==> src/rtl/dpram_ctrl_pkg.sv <==
// rtl/dpram_ctrl_pkg.sv - shared types and default widths for the dual-port RAM access controller
package dpram_ctrl_pkg;

    localparam int DEF_DATA_W = 8;
    localparam int DEF_ADDR_W = 4;

    typedef enum logic [1:0] {
        ST_HOLD = 2'd0,
        ST_INIT = 2'd1,
        ST_RUN  = 2'd2
    } state_t;

    typedef enum logic {
        REQ_A = 1'b0,
        REQ_B = 1'b1
    } req_id_t;

endpackage

==> src/rtl/dpram_access_ctrl_rr_arb2.sv <==
// rtl/dpram_access_ctrl_rr_arb2.sv - two-way round-robin arbiter with one-hot grant
module rr_arb2
    import dpram_ctrl_pkg::*;
(
    input  logic       clock,
    input  logic       rst_n,
    input  logic       enable,
    input  logic [1:0] req,
    output logic [1:0] gnt
);

    req_id_t rr_last;

    // Contention goes to whoever did not win last; a lone request always wins.
    always_comb begin
        gnt = 2'b00;
        if (enable) begin
            if (req == 2'b11) begin
                gnt = (rr_last == REQ_A) ? 2'b10 : 2'b01;
            end else begin
                gnt = req;
            end
        end
    end

    // Remember the most recent winner; reset to B so A wins the first contention.
    always_ff @(posedge clock or negedge rst_n) begin
        if (!rst_n) begin
            rr_last <= REQ_B;
        end else if (gnt[0]) begin
            rr_last <= REQ_A;
        end else if (gnt[1]) begin
            rr_last <= REQ_B;
        end
    end

endmodule

==> src/rtl/dpram_access_ctrl.sv <==
// rtl/dpram_access_ctrl.sv - shares one RAM command port between two requesters (optional clear sweep: DPRAM_INIT_CLEAR_EN)
module dpram_access_ctrl
    import dpram_ctrl_pkg::*;
#(
    parameter int DATA_W = DEF_DATA_W,
    parameter int ADDR_W = DEF_ADDR_W
) (
    input  logic              clock,
    input  logic              rst_n,
    input  logic              a_req,
    input  logic              a_we,
    input  logic [ADDR_W-1:0] a_addr,
    input  logic [DATA_W-1:0] a_wdata,
    output logic              a_gnt,
    output logic              a_rvalid,
    output logic [DATA_W-1:0] a_rdata,
    input  logic              b_req,
    input  logic              b_we,
    input  logic [ADDR_W-1:0] b_addr,
    input  logic [DATA_W-1:0] b_wdata,
    output logic              b_gnt,
    output logic              b_rvalid,
    output logic [DATA_W-1:0] b_rdata,
    output logic [DATA_W-1:0] ram_din,
    output logic [ADDR_W-1:0] ram_addr,
    output logic              ram_wr_enb,
    output logic              ram_rd_enb,
    input  logic [DATA_W-1:0] ram_dout,
    output logic              init_busy
);

    state_t            state;
    logic [1:0]        gnt;
    logic              cmd_we;
    logic [ADDR_W-1:0] cmd_addr;
    logic [DATA_W-1:0] cmd_wdata;
    logic [ADDR_W-1:0] addr_q;
    logic [DATA_W-1:0] din_q;

`ifdef DPRAM_INIT_CLEAR_EN
    localparam int DEPTH = 1 << ADDR_W;
    logic [ADDR_W:0] init_cnt;
`endif

    rr_arb2 u_arb (
        .clock  (clock),
        .rst_n  (rst_n),
        .enable (state == ST_RUN),
        .req    ({b_req, a_req}),
        .gnt    (gnt)
    );

    assign a_gnt = gnt[0];
    assign b_gnt = gnt[1];

    // Select the granted requester's command fields.
    always_comb begin
        cmd_we    = gnt[1] ? b_we    : a_we;
        cmd_addr  = gnt[1] ? b_addr  : a_addr;
        cmd_wdata = gnt[1] ? b_wdata : a_wdata;
    end

    // Drive the RAM port: granted command, clear sweep, or hold the last address/data.
    always_comb begin
        ram_addr   = addr_q;
        ram_din    = din_q;
        ram_wr_enb = 1'b0;
        ram_rd_enb = 1'b0;
        if (|gnt) begin
            ram_addr   = cmd_addr;
            ram_din    = cmd_wdata;
            ram_wr_enb = cmd_we;
            ram_rd_enb = ~cmd_we;
        end
`ifdef DPRAM_INIT_CLEAR_EN
        if (state == ST_INIT) begin
            ram_addr   = init_cnt[ADDR_W-1:0];
            ram_din    = '0;
            ram_wr_enb = 1'b1;
        end
`endif
    end

    // Keep whatever was last presented so an idle port stays stable.
    always_ff @(posedge clock or negedge rst_n) begin
        if (!rst_n) begin
            addr_q <= '0;
            din_q  <= '0;
        end else begin
            addr_q <= ram_addr;
            din_q  <= ram_din;
        end
    end

    // Sequence HOLD -> (INIT) -> RUN; RUN persists until the next reset.
    always_ff @(posedge clock or negedge rst_n) begin
        if (!rst_n) begin
            state <= ST_HOLD;
        end else begin
            case (state)
`ifdef DPRAM_INIT_CLEAR_EN
                ST_HOLD: state <= ST_INIT;
                ST_INIT: if (init_cnt == (ADDR_W+1)'(DEPTH - 1)) state <= ST_RUN;
`else
                ST_HOLD: state <= ST_RUN;
`endif
                ST_RUN:  state <= ST_RUN;
                default: state <= ST_HOLD;
            endcase
        end
    end

`ifdef DPRAM_INIT_CLEAR_EN
    // Sweep address counter, one location per cycle while clearing.
    always_ff @(posedge clock or negedge rst_n) begin
        if (!rst_n) begin
            init_cnt <= '0;
        end else if (state == ST_INIT) begin
            init_cnt <= init_cnt + 1'b1;
        end else begin
            init_cnt <= '0;
        end
    end

    assign init_busy = (state == ST_INIT);
`else
    assign init_busy = 1'b0;
`endif

    // Tag read returns to their owner; RAM data lands one cycle after the grant.
    always_ff @(posedge clock or negedge rst_n) begin
        if (!rst_n) begin
            a_rvalid <= 1'b0;
            b_rvalid <= 1'b0;
        end else begin
            a_rvalid <= gnt[0] & ~a_we;
            b_rvalid <= gnt[1] & ~b_we;
        end
    end

    assign a_rdata = a_rvalid ? ram_dout : '0;
    assign b_rdata = b_rvalid ? ram_dout : '0;

endmodule
==> config.mk <==
export PLATFORM = sky130hd
export DESIGN_NAME = dpram_access_ctrl
export DESIGN_NICKNAME = d
export VERILOG_FILES = /design/src/rtl/dpram_ctrl_pkg.sv /design/src/rtl/dpram_access_ctrl_rr_arb2.sv /design/src/rtl/dpram_access_ctrl.sv
export SDC_FILE = /design/constraint.sdc
export NUM_CORES = 1
export LEC_CHECK = 0
export ABC_AREA = 1
export CAP_MARGIN = 20
export CORE_MARGIN = 5
export CORE_UTILIZATION = 29
export DETAILED_ROUTE_END_ITERATION = 10
export HOLD_SLACK_MARGIN = 0.08
export MAX_ROUTING_LAYER = met4
export PLACE_DENSITY_LB_ADDON = 0.25
export SKIP_LAST_GASP = 1
export SLEW_MARGIN = 25
export SYNTH_ARGS = -nofsm -noshare
export SYNTH_HDL_FRONTEND = slang
export SYNTH_HIERARCHICAL = 1
export SYNTH_SLANG_ARGS = --single-unit
==> constraint.sdc <==
create_clock -name clock -period 1.45 [get_ports clock]
set_input_delay 0.29 -clock clock [delete_from_list [all_inputs] [get_ports clock]]
set_output_delay 0.29 -clock clock [all_outputs]
set_load 0.01 [all_outputs]
-- Yosys cells after proc, flatten, opt, wreduce, memory -nomap -nowiden
Cells that the tools add are included.
- output and inout bits: 35
- logic and storage cells: 32
- register bits after elaboration: 17
- eq/ne operators: 2
- reduce and logical (&&, ||, !) cells: 4
- bitwise gates (word level): 5
- multiplexer cells: 15
- operators by type and width (operator ; count):
    2-to-1 mux 8 bit ; 4
    2-to-1 mux 2 bit ; 4
    2-to-1 mux 4 bit ; 2
    2-to-1 mux 1 bit ; 5
    == test 2 bit, second input constant ; 2
    OR reduction 2 bit ; 2
    NOT 1 bit ; 3
    bitwise AND 1 bit ; 2
    logical NOT 2 bit ; 1
    nonzero test 2 bit ; 1

-- Longest topological paths before layout
Gate-level depths: netlist of the first run.
- depth in word-level cells: 6
- depth in mapped cells: 8

-- Modules after synthesis
Netlist of the first run, hierarchy kept.
- modules (own cells, without submodules) (module ; seq. area each (µm²) ; instances ; cells each ; area each (µm²)):
    dpram_access_ctrl ; 375.4 ; 1 ; 115 ; 808.3
    rr_arb2 ; 26.3 ; 1 ; 12 ; 73.8

-- Least setup slack after synthesis of the first run
OpenSTA, ideal clock, no wires.
- path type: register -> output
- start: register state[1]
- end: output port ram_wr_enb
- path buffers: 1
- slack: -180 ps
- required time: 1160 ps
- data arrival time: 1340 ps
- cell stages (with the launch flop): 6
- path through: dfrtp_1 nand2_1 a21oi_1 nor2_2 buf_6 a21oi_1
- longest elaborated chain between the ends: 4
- elaborated cells between the ends (all ways): 5
- classes of those cells: 1 x eq/ne; 3 x mux; 1 x reduce/logical
- ends and longest elaborated chain (element ; RTL line ; RTL):
    start: declaration ; dpram_access_ctrl.sv:32 ; state_t state;
    start signal: assignment ; dpram_access_ctrl.sv:98 ; state <= ST_HOLD;
    start signal: assignment ; dpram_access_ctrl.sv:105 ; ST_HOLD: state <= ST_RUN;
    start signal: assignment ; dpram_access_ctrl.sv:107 ; ST_RUN: state <= ST_RUN;
    == test 2 bit * ; dpram_access_ctrl.sv:48 ; .enable (state == ST_RUN),
    2-to-1 mux 2 bit * ; dpram_access_ctrl_rr_arb2.sv:17 ; if (enable) begin
    via b_gnt ; dpram_access_ctrl.sv:21 ; output logic b_gnt,
    2-to-1 mux 1 bit / OR reduction 2 bit (equally long branches) ; dpram_access_ctrl.sv:58, dpram_access_ctrl.sv:69 ;
    2-to-1 mux 1 bit * ; dpram_access_ctrl.sv:69 ; if (|gnt) begin
    end: declaration ; dpram_access_ctrl.sv:26 ; output logic ram_wr_enb,
Mark *: on every way through the listed nets, which the timed path passes. The rest lies on a longest branch.

-- Worst setup path in the final report of the first run
- start: register u_arb.rr_last
- end: output port ram_addr[2]
- longest elaborated chain between the ends: 5
- elaborated cells between the ends (all ways): 6
- classes of those cells: 5 x mux; 1 x reduce/logical
- ends and longest elaborated chain (element ; RTL line ; RTL):
    start: declaration ; dpram_access_ctrl_rr_arb2.sv:12 ; req_id_t rr_last;
    start signal: assignment ; dpram_access_ctrl_rr_arb2.sv:29 ; rr_last <= REQ_B;
    start signal: assignment ; dpram_access_ctrl_rr_arb2.sv:31 ; rr_last <= REQ_A;
    start signal: assignment ; dpram_access_ctrl_rr_arb2.sv:33 ; rr_last <= REQ_B;
    2-to-1 mux 2 bit * ; dpram_access_ctrl_rr_arb2.sv:19 ; gnt = (rr_last == REQ_A) ? 2'b10 : 2'b01;
    2-to-1 mux 2 bit * ; dpram_access_ctrl_rr_arb2.sv:18 ; if (req == 2'b11) begin
    2-to-1 mux 2 bit * ; dpram_access_ctrl_rr_arb2.sv:17 ;
    2-to-1 mux 4 bit / OR reduction 2 bit (equally long branches) ; dpram_access_ctrl.sv:59, dpram_access_ctrl.sv:69 ;
    2-to-1 mux 4 bit * ; dpram_access_ctrl.sv:69 ;
    end: declaration ; dpram_access_ctrl.sv:25 ; output logic [ADDR_W-1:0] ram_addr,
Mark *: on every way between the ends. The rest lies on a longest branch, timed or not.

==> results of run 1 <==
[stage by stage]
stage / utilization (%) / area (sq um) / setup TNS, ns / hold WS, ns / total power, W
finish: 69.7 / 2080 / -6.28 / 0.245 / 0.00166
global route: 69.7 / 2080 / -7.85 / 0.259 / 0.00177
CTS: 70.3 / 2090 / -7.85 / 0.250 / 0.00162
detailed placement: 57.7 / 1720 / -19.70 / 0.455 / 0.00110
global placement: 57.7 / 1720 / -18.91 / 0.458 / 0.00109
floorplan: - / 935 / 0 / -0.00559 / 0.000764
[worst max-delay path, stage by stage, from the launching register on]
cell and delay [ns]:
dfstp_2 0.57, inv_2 0.04, nand2_2 0.05, nand2_2 0.07
inv_4 0.09, nor2_4 0.06, buf_6 0.15, nand2_2 0.06
nand3_2 0.07, buf_6 0.13
[layer usage]
layer | global-route usage, % | up-vias | routed length (um)
met2 | 32.4 | 62 | 1810
met5 | - | - | 0
met3 | 4.96 | 4 | 269
li1 | - | 578 | -
met4 | 5.44 | 0 | 30
met1 | 21.0 | 528 | 1510
[state kept, by name (all words and copies together) (netlist names)]
name	cells
a_rvalid	1
din_q	8
state	1
b_rvalid	1
u_arb/rr_last	1
addr_q	4
[cell type report]
cell class | instances | share of cell area, %
clock buffers | 4 | 1.75
repair buffers | 103 | 45.8
multi-input cells | 81 | 26.7
inverters | 23 | 4.28
flip-flops and latches | 16 | 19.5
well taps | 33 | 1.99
[how the worst max path moves through the flow]
stage               cells past startpoint  slack [ns]          start           to
floorplan                               7        0.01  u_arb/rr_last   ram_din[1]
CTS                                     7       -0.43  u_arb/rr_last  ram_addr[1]
global placement                        7       -0.86          b_req  ram_addr[1]
global route                            9       -0.52  u_arb/rr_last  ram_addr[1]
detailed placement                      7       -0.90          b_req   ram_din[0]
finish                                  9       -0.42  u_arb/rr_last  ram_addr[2]
[kinds of logic (layout without fill, tap and decap cells)]
kind of cell	after synthesis	in the layout	share of synthesized area [%]
compound gates	2	2	1.13
simple gates	77	77	37.3
other cells	2	2	0.851
buf+inv	30	130	15.2
flops	16	16	45.5
[synth_stat cells]
master / n / share of area, %
a21oi_1: 2 / 1.1
buf_4: 1 / 0.85
nand3_1: 24 / 14
nor2_1: 2 / 0.85
inv_2: 4 / 1.7
conb_1: 2 / 0.85
clkbuf_1: 2 / 0.85
dfrtp_1: 15 / 43
nor2_2: 1 / 0.71
nand2_2: 2 / 1.4
buf_2: 2 / 1.1
nand2_1: 47 / 20
or2_1: 1 / 0.71
buf_6: 2 / 2.6
inv_1: 19 / 8.1
dfstp_2: 1 / 3.0
[power breakdown]
group          total [W]  internal, W  switching [W]
Combinational   0.000793     0.000469       0.000324
Clock           0.000308     0.000153       0.000155
Sequential      0.000564     0.000520      0.0000435
[what timing repair did]
item	CTS	global route
hold buffers	0	0
gates cloned	1	0
endpoints found under the setup margin	34	35
pin swaps	21	19
resized for setup	128	57
buffers inserted	25	8
==> impl_metrics.toml, run 1 <==
[grt]
antenna_found_initial = 0
grt_pass1_vias = 1293
grt_pass1_wl_um = 6000
grt_max_degree = 11
grt-ovfl-total = 0
grtUsageTotal_pct = 18.6

[worst_setup_path]
end_kind = "output port"
cp.required_ns = 1.16
worstRegToRegCells = 10
critPathMaxFanout = 8
cp-start-kind = "flop"
crit_arrival_ns = 1.58
reg2reg_setup_slack_ns = -0.20
path_class = "flop to output port"
reg2reg_to = "din_q[7]"
reg2reg_from = "u_arb/rr_last"

[logic_synthesis]
syn_inst = 127
ys_seq_area_share_pct = 45.5
synthesis.nets = 165
yosysUniqueCellTypes = 16
ys_ff_latch = 16
syn_avg_cell_area_sq_um = 6.95
synthesis.area_sq_um = 882
synth_warnings = 6

[placed_design]
io_buffers = 71
pre_cts_slack_ns = -0.905
gp_congestion = 0.665
dp_cells = 235
dp_hpwl_um = 2390

[run_status]
outcome = "finished with violations"
violations = "negative setup slack"

[routing]
dr.pass1.iters = 4
num_vias = 1172
drt-initial-drc-count = 31
wl_um = 3610
drcViolationCount = 0
wl_per_cell_um = 13.9
avgViaCountPerCell = 4.51
ant_nets = 0

[layout]
area_growth_pct = 135
final_nets = 266
final_cell_mix = "clkdlybuf4s50_1, nand2_1, buf_6, nand3_2, inv_1"
n_fill_cell = 255
instances_no_fill = 260
register_area_sq_um = 404
multiInputGateArea_sq_um = 554
drive_gt1_share_pct = 52.9
num_antenna_cells = 0
mostFrequentLayoutCell = "clkdlybuf4s50_1"

[floorplanning]
die_w_um = 65.2
core_sq_um = 2980
rows = 20
start_util_pct = 29.6
pin_count = 73
die_area_sq_um = 4240
die_h_um = 65.2

[cts]
cts.sinks = 16
numCtsBuffers = 3
cts_max_level = 1
clkLatencyLatePin_ns = 0.29
root_buffer = "clkbuf_4"
cts_buffer_depth = 2
clkSlewWorstSetupHoldPaths_ns = 0.11
cts_tree = "built"

[sta]
hold_viol_final = 0
slew_violations = 0
fin_crit_sh_pct = 129
setup_viol = 18
fin_skew_ns = 0.00787
max_freq_ghz = 0.534
rsz0062_at_grt = "true"
min_period_ns = 1.87
fin_ws_ns = -0.424

[min_path]
hold_class = "input port to async pin"

[run]
max_cap_viol_count = 0

[pwr]
ir_worst_vdd_v = 0.000619
cellPowerDensity_nw_per_um2 = 801
p_leak_nw = 1.16
No activity file was read; power rests on OpenSTA's default activity.
==> inputs of run 2 (changes only) <==
REMOVE_ABC_BUFFERS = 1   (was default)
==> impl_metrics.toml, run 2 (same netlist as run 1, synthesis figures left out) <==
[sta]
hold_viol_final = 0
max_freq_ghz = 0.535
fin_crit_sh_pct = 129
fin_ws_ns = -0.419
slew_violations = 0
setup_viol = 17
rsz0062_at_grt = "true"
fin_skew_ns = 0.00236
min_period_ns = 1.87

[run_status]
violations = "negative setup slack"
outcome = "finished with violations"

[grt]
grt-ovfl-total = 0
grt_pass1_vias = 1238
grtUsageTotal_pct = 16.1
antenna_found_initial = 0
grt_max_degree = 15
grt_pass1_wl_um = 5210

[placed_design]
placed_area_sq_um = 1650
dp_cells = 232
dp_hpwl_um = 2340
gp_congestion = 0.706
io_buffers = 71

[worst_setup_path]
critical_path.endpoint = "ram_din[7]"
end_kind = "output port"
worstRegToRegCells = 11
reg2reg_to = "din_q[6]"
critPathMaxFanout = 8
cp-start-kind = "flop"
startpoint = "u_arb/rr_last"
reg2reg_setup_slack_ns = -0.37
crit_arrival_ns = 1.58
cp.required_ns = 1.16
reg2reg_from = "u_arb/rr_last"
path_class = "flop to output port"

[floorplanning]
start_util_pct = 29.6
pin_count = 73
die_w_um = 65.2
rows = 20
die_h_um = 65.2
core_sq_um = 2980
die_area_sq_um = 4240

[layout]
largest_reg_flops = 8
top_regs = "din_q: 8 flops, addr_q: 4 flops"
drive_gt1_share_pct = 49.6
final_cell_mix = "clkdlybuf4s50_1, nand2_1, nand2_2, buf_6"
instances_no_fill = 257
final_nets = 263
num_antenna_cells = 0
area_growth_pct = 124
final_util_pct = 66.3
largest-register = "din_q"
mostFrequentLayoutCell = "clkdlybuf4s50_1"
postLayoutCellArea_sq_um = 1980

[cts]
cts_tree = "built"
clkSlewWorstSetupHoldPaths_ns = 0.09
cts_max_level = 1
clkLatencyLatePin_ns = 0.28
cts_hold_buf = 0
root_buffer = "clkbuf_4"
numCtsBuffers = 3
cts.sinks = 16
cts_buffer_depth = 2

[pwr]
p_total_w = 0.00152
p_leak_nw = 1.13
ir_worst_vdd_v = 0.000537
cellPowerDensity_nw_per_um2 = 771

[routing]
num_vias = 1168
drt-initial-drc-count = 12
wl_um = 3310
dr.pass1.iters = 4
drcViolationCount = 0
avgViaCountPerCell = 4.54
ant_nets = 0
wl_per_cell_um = 12.9

[min_path]
hold_class = "input port to async pin"

[run]
max_cap_viol_count = 0
## run 2: cell types whose count changed in the layout (fill, tap and decap cells not counted), moves of 3 or more
cell,change
nand3_1,+10
buf_2,+6
nand3_2,-8
clkdlybuf4s15_1,+3
nand2_2,+9
buf_6,-3
nand2_1,-7
clkbuf_2,-9
## run 2: final cells by class
cell class	count	area, sq um
fillers	252	1000
repair buffers	100	923
multi-input cells	81	489
flip-flops and latches	16	404
inverters	23	91.3
well taps	33	41.3
clock buffers	4	26.3
## run 2: layer usage
layer | share of wire (%) | GRT usage, % | vias to the layer above
met5 | 0 | - | -
met4 | 0.91 | 5.70 | 0
met3 | 8.5 | 3.93 | 6
met2 | 51 | 29.5 | 73
met1 | 39 | 16.9 | 520
li1 | - | - | 569
## run 2: metrics by stage
stage               setup TNS [ns]  hold WS, ns  worst slack [ns]
CTS                          -6.54        0.261            -0.411
global placement            -18.43        0.465            -0.845
finish                       -6.11        0.267            -0.419
detailed placement          -19.63        0.470            -0.895
floorplan                   -11.74     -0.00559            -0.580
global route                 -7.26        0.264            -0.482
## run 2: worst max-delay path: stages (launching register included)
cell and delay, ns:
dfstp_2 0.55, a21oi_2 0.06, buf_6 0.13, buf_6 0.12, buf_8 0.13, nand2_2 0.06, nand3_2 0.10, buf_6 0.13
## run 2: where the power goes
part	switching (W)	leakage (nW)	internal [W]	total (W)
registers	0.0000342	0.194	0.000520	0.000554
clock network	0.000138	0.0150	0.000107	0.000245
logic	0.000298	0.924	0.000425	0.000723
total	0.000471	1.13	0.00105	0.00152
## run 2: repair_timing
action	4_1_cts	5_1_grt
gates resized for setup	157	35
pin swaps	14	9
endpoints found under the setup margin	34	30
setup buffers	16	4
cloned	1	0
## run 2: worst min-delay path by stage
stage	to	depth (start not counted)
finish	state[1]	1
CTS	state[1]	1
floorplan	a_rvalid	0
global placement	addr_q[0]	2
detailed placement	din_q[5]	2
global route	b_rvalid	1
